<file path="src/rtl/fpall_unpack_stage.sv">
// rtl/fpall_unpack_stage.sv - operand unpack/classify stage with 2-entry skid buffer
module fpall_unpack_stage #(
  parameter int TAG_W = 4
) (
  input  logic             clk,
  input  logic             rst,
  input  logic             in_valid,
  output logic             in_ready,
  input  logic [1:0]       in_op,
  input  logic             in_fmt,
  input  logic [31:0]      in_a,
  input  logic [31:0]      in_b,
  input  logic [TAG_W-1:0] in_tag,
  output logic             out_valid,
  input  logic             out_ready,
  output logic [1:0]       out_op,
  output logic             out_fmt,
  output logic [TAG_W-1:0] out_tag,
  output logic [1:0]       out_a_sign,
  output logic [15:0]      out_a_exp,
  output logic [47:0]      out_a_man,
  output logic [1:0]       out_a_zero,
  output logic [1:0]       out_a_sub,
  output logic [1:0]       out_a_inf,
  output logic [1:0]       out_a_nan,
  output logic [1:0]       out_b_sign,
  output logic [15:0]      out_b_exp,
  output logic [47:0]      out_b_man,
  output logic [1:0]       out_b_zero,
  output logic [1:0]       out_b_sub,
  output logic [1:0]       out_b_inf,
  output logic [1:0]       out_b_nan
);

  localparam logic [1:0] OP_SQRT = 2'b10;

  typedef struct packed {
    logic        sign;
    logic [7:0]  exp;
    logic [23:0] man;
    logic        zero;
    logic        sub;
    logic        inf;
    logic        nan;
  } lane_t;

  typedef struct packed {
    logic [1:0]  sign;
    logic [15:0] exp;
    logic [47:0] man;
    logic [1:0]  zero;
    logic [1:0]  sub;
    logic [1:0]  inf;
    logic [1:0]  nan;
  } opnd_t;

  typedef struct packed {
    logic [1:0]       op;
    logic             fmt;
    logic [TAG_W-1:0] tag;
    opnd_t            a;
    opnd_t            b;
  } bundle_t;

  // Classify one lane. For bf16 the fraction arrives zero-extended in f[6:0].
  function automatic lane_t classify(input logic sign, input logic [7:0] e,
                                     input logic [22:0] f, input logic is_bf16);
    lane_t l;
    logic  f_nz;
    logic  e_zero;
    logic  hidden;
    f_nz   = |f;
    e_zero = (e == 8'h00);
    hidden = !e_zero;
    l.sign = sign;
    l.zero = e_zero && !f_nz;
    l.sub  = e_zero && f_nz;
    l.inf  = (e == 8'hFF) && !f_nz;
    l.nan  = (e == 8'hFF) && f_nz;
    // Subnormals carry the minimum normal exponent so the datapath needs no special case.
    l.exp  = e_zero ? (f_nz ? 8'd1 : 8'd0) : e;
    l.man  = is_bf16 ? {16'b0, hidden, f[6:0]} : {hidden, f};
    return l;
  endfunction

  function automatic opnd_t unpack(input logic [31:0] w, input logic fmt);
    lane_t l0;
    lane_t l1;
    opnd_t o;
    if (fmt) begin
      l0 = classify(w[15], w[14:7], {16'b0, w[6:0]}, 1'b1);
      l1 = classify(w[31], w[30:23], {16'b0, w[22:16]}, 1'b1);
    end else begin
      l0 = classify(w[31], w[30:23], w[22:0], 1'b0);
      l1 = '0;
    end
    o.sign = {l1.sign, l0.sign};
    o.exp  = {l1.exp, l0.exp};
    o.man  = {l1.man, l0.man};
    o.zero = {l1.zero, l0.zero};
    o.sub  = {l1.sub, l0.sub};
    o.inf  = {l1.inf, l0.inf};
    o.nan  = {l1.nan, l0.nan};
    return o;
  endfunction

  bundle_t r_r0;
  bundle_t r_r1;
  logic    r_r0_valid;
  logic    r_r1_valid;
  bundle_t w_new;
  logic    w_accept;
  logic    w_drain;

  // Build the classified bundle for the incoming request; SQRT has no b operand.
  always_comb begin
    w_new     = '0;
    w_new.op  = in_op;
    w_new.fmt = in_fmt;
    w_new.tag = in_tag;
    w_new.a   = unpack(in_a, in_fmt);
    w_new.b   = (in_op == OP_SQRT) ? '0 : unpack(in_b, in_fmt);
  end

  assign in_ready = !r_r1_valid;
  assign w_accept = in_valid && in_ready;
  assign w_drain  = r_r0_valid && out_ready;

  // Skid buffer: R0 drives the outputs, R1 absorbs one bundle while R0 is stalled.
  always_ff @(posedge clk or posedge rst) begin
    if (rst) begin
      r_r0       <= '0;
      r_r1       <= '0;
      r_r0_valid <= 1'b0;
      r_r1_valid <= 1'b0;
    end else if (r_r1_valid) begin
      if (w_drain) begin
        r_r0       <= r_r1;
        r_r1_valid <= 1'b0;
      end
    end else if (!r_r0_valid || w_drain) begin
      r_r0_valid <= w_accept;
      if (w_accept) r_r0 <= w_new;
    end else if (w_accept) begin
      r_r1       <= w_new;
      r_r1_valid <= 1'b1;
    end
  end

  assign out_valid  = r_r0_valid;
  assign out_op     = r_r0.op;
  assign out_fmt    = r_r0.fmt;
  assign out_tag    = r_r0.tag;
  assign out_a_sign = r_r0.a.sign;
  assign out_a_exp  = r_r0.a.exp;
  assign out_a_man  = r_r0.a.man;
  assign out_a_zero = r_r0.a.zero;
  assign out_a_sub  = r_r0.a.sub;
  assign out_a_inf  = r_r0.a.inf;
  assign out_a_nan  = r_r0.a.nan;
  assign out_b_sign = r_r0.b.sign;
  assign out_b_exp  = r_r0.b.exp;
  assign out_b_man  = r_r0.b.man;
  assign out_b_zero = r_r0.b.zero;
  assign out_b_sub  = r_r0.b.sub;
  assign out_b_inf  = r_r0.b.inf;
  assign out_b_nan  = r_r0.b.nan;

endmodule

</file>
<file path="config.mk">
export PLATFORM = sky130hd
export DESIGN_NAME = fpall_unpack_stage
export DESIGN_NICKNAME = d
export VERILOG_FILES = /design/src/rtl/fpall_unpack_stage.sv
export SDC_FILE = /design/constraint.sdc
export NUM_CORES = 1
export LEC_CHECK = 0
export CAP_MARGIN = 25
export CORE_ASPECT_RATIO = 1.4
export CORE_UTILIZATION = 40
export CTS_BUF_LIST = sky130_fd_sc_hd__clkbuf_8
export CTS_CLUSTER_DIAMETER = 50
export DETAILED_ROUTE_END_ITERATION = 7
export GPL_ROUTABILITY_DRIVEN = 0
export PLACE_DENSITY = 0.72
export SETUP_SLACK_MARGIN = 0.02
export SLEW_MARGIN = 15
export SYNTH_ARGS = -nofsm -noshare
export SYNTH_HDL_FRONTEND = slang
export SYNTH_SLANG_ARGS = --single-unit
</file>
<file path="constraint.sdc">
create_clock -name clk -period 15.6 [get_ports clk]
set_input_delay 3.12 -clock clk [delete_from_list [all_inputs] [get_ports clk]]
set_output_delay 3.12 -clock clk [all_outputs]
set_load 0.05 [all_outputs]
</file>
# After elaboration in Yosys (flattened, before gate mapping)
# Cells that the tools add are included.
totals:
  out_inout_bits: 157
  ram_bits: 0
  latch_bits: 0
  inputBits: 75
  register_bits: 312
  mem_bits_ro: 0
  memories: 0
  word_cells: 123
classes:
  magnitude_cmp: 0
  n_reduce_logical: 54
  div_mod_pow: 0
  mux: 25
  mul: 0
  shifts: 0
  eq_ne: 6
  addsub: 0
  bitwise: 2
op_table:
  columns: ["operator", "count"]
  rows:
  - ["155-bit two-way mux", 4]
  - ["37-bit two-way mux", 4]
  - ["74-bit two-way mux", 1]
  - ["8-bit two-way mux", 6]
  - ["23-bit OR reduction", 2]
  - ["8-bit equality test, second input constant", 4]
  - ["8-bit logical NOT", 4]
  - ["7-bit OR reduction", 4]
  - ["1-bit logical AND", 26]
  - ["1-bit logical NOT", 12]
  - ["1-bit two-way mux", 10]
  - ["3-bit AND reduction", 2]
  - ["2-bit nonzero test", 2]
  - ["2-bit equality test, second input constant", 1]
  - ["2-bit by 1-bit inequality test with 1-bit output, second input constant", 1]
  - ["1-bit NOT", 2]
  - ["2-bit AND reduction", 1]
  - ["1-bit logical OR", 1]

# Logic depth before layout (Yosys ltp)
logic_depth:
  depth_word: 8
  depth_mapped: 8
  ltp_nobuf: 5

# Least setup slack after synthesis
# Ideal clock, no wire load.
synth_timing:
  path_type: "input to register"
  start: "in in_b[3]"
  end: "reg r_r0, in the netlist out_b_exp[0]"
  setup_slack_ps: 11013
  t_arrival_ps: 4464
  path_buffers: 0
  required_ps: 15476
  cell_stages: 5
  cell_sequence: "or4_4 > or4_4 > a31oi_1 > o22a_2 > o21ai_1"
synth_between:
  elab_chain_cells: 8
  elab_cells_between_ends: 11
  classes_between: "9 x mux; 2 x reduce/logical"
synth_rtl:
  columns: ["element", "line", "rtl"]
  rows:
  - ["start: declaration", "12", "input logic [31:0] in_b,"]
  - ["23-bit OR reduction / 7-bit OR reduction (equally long branches)", "72", "f_nz = |f;"]
  - ["1-bit two-way mux", "81", "l.exp = e_zero ? (f_nz ? 8'd1 : 8'd0) : e;"]
  - ["8-bit two-way mux", "81", null]
  - ["37-bit two-way mux (*)", "90", "if (fmt) begin"]
  - ["74-bit two-way mux (*)", "122", "w_new.b = (in_op == OP_SQRT) ? '0 : unpack(in_b, in_fmt);"]
  - ["155-bit two-way mux (*)", "143", "if (w_accept) r_r0 <= w_new;"]
  - ["155-bit two-way mux (*)", "141", "end else if (!r_r0_valid || w_drain) begin"]
  - ["155-bit two-way mux (*)", "136", "end else if (r_r1_valid) begin"]
  - ["end signal: assignment", "138", "r_r0 <= r_r1;"]
  - ["end signal: assignment", "143", null]
  - ["end: declaration", "107", "bundle_t r_r0;"]
# Every way passes the cells marked *; elsewhere a longest branch is shown, timed or not. The select of a mux whose other input is x is not followed.
# A chain may end at the register's enable or synchronous reset.

# Worst setup path in the final report
layout_timing:
  start: "reg r_r1_valid"
  end: "out in_ready"
layout_between:
  elab_chain_cells: 1
layout_rtl:
  columns: ["element", "line", "rtl"]
  rows:
  - ["start: declaration", "110", "logic r_r1_valid;"]
  - ["start signal: assignment", "135", "r_r1_valid <= 1'b0;"]
  - ["start signal: assignment", "139", "r_r1_valid <= 1'b0;"]
  - ["start signal: assignment", "146", "r_r1_valid <= 1'b1;"]
  - ["1-bit logical NOT", "125", "assign in_ready = !r_r1_valid;"]
  - ["end: declaration", "8", "output logic in_ready,"]
# No other way between the ends.

==> results.ini <==
[status]
status=complete, no violations

[critical_path]
startpoint=r_r1_valid$_DFF_PP0_
worstPathCellList=inv_2 > clkdlybuf4s50_1
crit_end=in_ready
cp_slowest_cell=clkdlybuf4s50_1
cp_top_family=buffers and inverters
worst-path-max-fanout=48
r2r_cells=5
criticalPathCategory=flip-flop to primary output
slowest_delay_ps=840
crit_arrival_ps=2350
crit_required_ps=12480
crit_buf_inv=2
startpoint_type=flip-flop
cp-end-kind=primary output
path_depth=2
rrSetupSlack_ps=12500
r2r_start=r_r1_valid$_DFF_PP0_
r2r-end=out_a_exp[0]$_DFFE_PP0P_

[sta]
grt_setup_unrepaired=no
fmax_mhz=183
tns_ps=0
timing.final.crit_share_pct=35.1
maxSlewHeadroom_pct=22.3
hold_violations=0
slew_violations=0
setup_ws_ps=10130
worst_pin_slew_ps=1170
setup_violations=0
min_period_ps=5470
clock_skew_ps=16.2

[drt]
via_per_inst=5.13
drt_iter0_markers=566
wl_per_cell_microns=16.4
drtPass1Iterations=5
drtAntennaViolNets=0
drt-total-wl_microns=30000
num_vias=9400
drt_drc_violations_left=0

[layout]
finalInstanceArea_sq_mm=0.0142
fin_util_pct=51.3
fin_nets=1505
nFillCells=2591
drive_above_1_share_pct=7.40
area_delta_synth_final_pct=25.1

[placed_design]
dp_hpwl_microns=20100
pre_cts_slack_ps=9500
dpl_cell_area_sq_mm=0.0134
io_buffers=199

[synth]
ys_ff_latch=248
synthTopCellsByArea=dfrtp_1 55%, nand2_1 9.2%, o21ai_0 9.0%
syn_area_sq_mm=0.0114
yosys.cell_count.top_type=nand2_1
synth_common_cells=280 x nand2_1, 248 x dfrtp_1, 204 x o21ai_0
synthCells=1275
seq_area_frac_synth_pct=54.6
synthDistinctLibCells=48
synth.largest_area_cell=dfrtp_1
yosysTopAreaCellShare_pct=54.6
avgSynthCellArea_sq_um=8.92
ys_async_sr_fraction_pct=100
synth-edff-count=0
synth_warnings=0
synth_ff_type=dfrtp_1

[clocking]
htreeDepth=2
clkSlewWorstSetupHoldPaths_ps=60
cts_buffers=38
cts_resized=0
clock-sinks=248
clk_latency_ps=560
root_buffer=clkbuf_8
cts_hold_buffers=0
clk_path_buf_depth=3
post_cts_buffers=0
cts_tree=built

[floorplanning]
start_util_pct=41.0
num_io_pins=232
die_y_microns=201
die_w_microns=144
die_area_sq_mm=0.0291
core_sq_mm=0.0277
num_rows=72

[hold_path]
min-delay-path-class=flip-flop to flip-flop

[grt]
overflow=0
track_usage_pct=20.9
antenna_found_initial=3
grt_pass1_wl_microns=47600
grt_max_degree=233
grt_pass1_vias=8950

[power_and_ir_drop]
ir_drop_uv=115
power.density_mw_per_mm2=214
power.leakage_uw=0.00617

[job]
cap_violations=0

==> flip-flops by register name, indices dropped and copies added, names as in the netlist, 4 cells and up <==
register   count
r_r1         123
out_tag        4
out_a_exp     16
out_a_man     32
out_b_exp     16
out_b_man     32
==> per-stage QoR <==
stage | std cells | hold slack [ps] | total power [uW]
final | 1832 | 477 | 3050
after floorplan | 1306 | 441 | 2080
after detailed placement | 1758 | 464 | 2540
after CTS | 1827 | 482 | 3070
after global routing | 1832 | 500 | 3240
after global placement | 1757 | 452 | 2510
==> worst reg2reg max path, cell delays in order (launching register included) <==
cell	delay [ps]
dfrtp_4	750
buf_4	800
buf_4	930
nor2_1	140
a221oi_1	310
a21o_1	110
==> worst min-delay path by stage <==
stage / startpoint / endpoint / slack (ps) / cells after the start
finish: out_a_man[4]$_DFFE_PP0P_ / out_a_man[4]$_DFFE_PP0P_ / 480 / 2
detailed placement: out_a_exp[0]$_DFFE_PP0P_ / out_a_exp[0]$_DFFE_PP0P_ / 460 / 1
CTS: r_r1[76]$_DFFE_PP0P_ / r_r1[76]$_DFFE_PP0P_ / 480 / 2
global route: r_r1[100]$_DFFE_PP0P_ / r_r1[100]$_DFFE_PP0P_ / 500 / 2
floorplan: r_r1[76]$_DFFE_PP0P_ / r_r1[76]$_DFFE_PP0P_ / 440 / 2
global placement: r_r1[76]$_DFFE_PP0P_ / r_r1[76]$_DFFE_PP0P_ / 450 / 2
==> cell type report <==
type | count | area [sq um] | area share (%)
multi-input combinational | 925 | 4640 | 32.6
inverter | 7 | 33.8 | 0.238
tap | 370 | 463 | 3.26
clock buffer | 44 | 606 | 4.26
antenna | 3 | 7.51 | 0.0528
clock inverter | 25 | 120 | 0.845
timing repair buffer | 210 | 2140 | 15.1
sequential | 248 | 6210 | 43.7
==> report_power, final <==
group,total (uW),internal (uW),switching [uW]
registers,1080,918,167
logic,1450,457,990
clock network,519,260,258
==> cell families (layout without fill, tap and decap cells) <==
group                  Yosys count  in the layout  synth area share (%)
AND/OR/NAND/NOR                478            478                  18.0
AO/OA/AOI/OAI                  371            371                  17.5
flip-flops                     248            248                  54.6
buffers and inverters          133            286                  5.73
multiplexers                    44             44                  4.12
other                            1             35                0.0330
==> layout by cell type (no fill, tap or decap), types with 4 or more instances in the layout <==
cell and n:
inv_1 15, or4_1 6, o21ai_1 15, nor4_2 4, nand2_1 280, clkdlybuf4s50_1 198
o21a_1 12, a21oi_1 105, nor2_1 93, conb_1 32, o21ai_0 204, o211ai_1 6
buf_4 7, clkinv_2 11, nand4_1 11, dfrtp_1 247, o31ai_1 6, mux2_2 22
nor3_1 8, mux2i_1 22, clkbuf_8 44, nand3_1 42, and3_1 5, nor4_1 15
==> per-layer routing <==
metal	up-vias	wire length [microns]	GRT usage, %
li1	4650	-	-
met3	71	1910	4.85
met1	4399	12400	26.8
met2	280	14400	32.8
met4	0	1290	10.5
met5	-	0	0
Power figures use the tool's default switching activity.
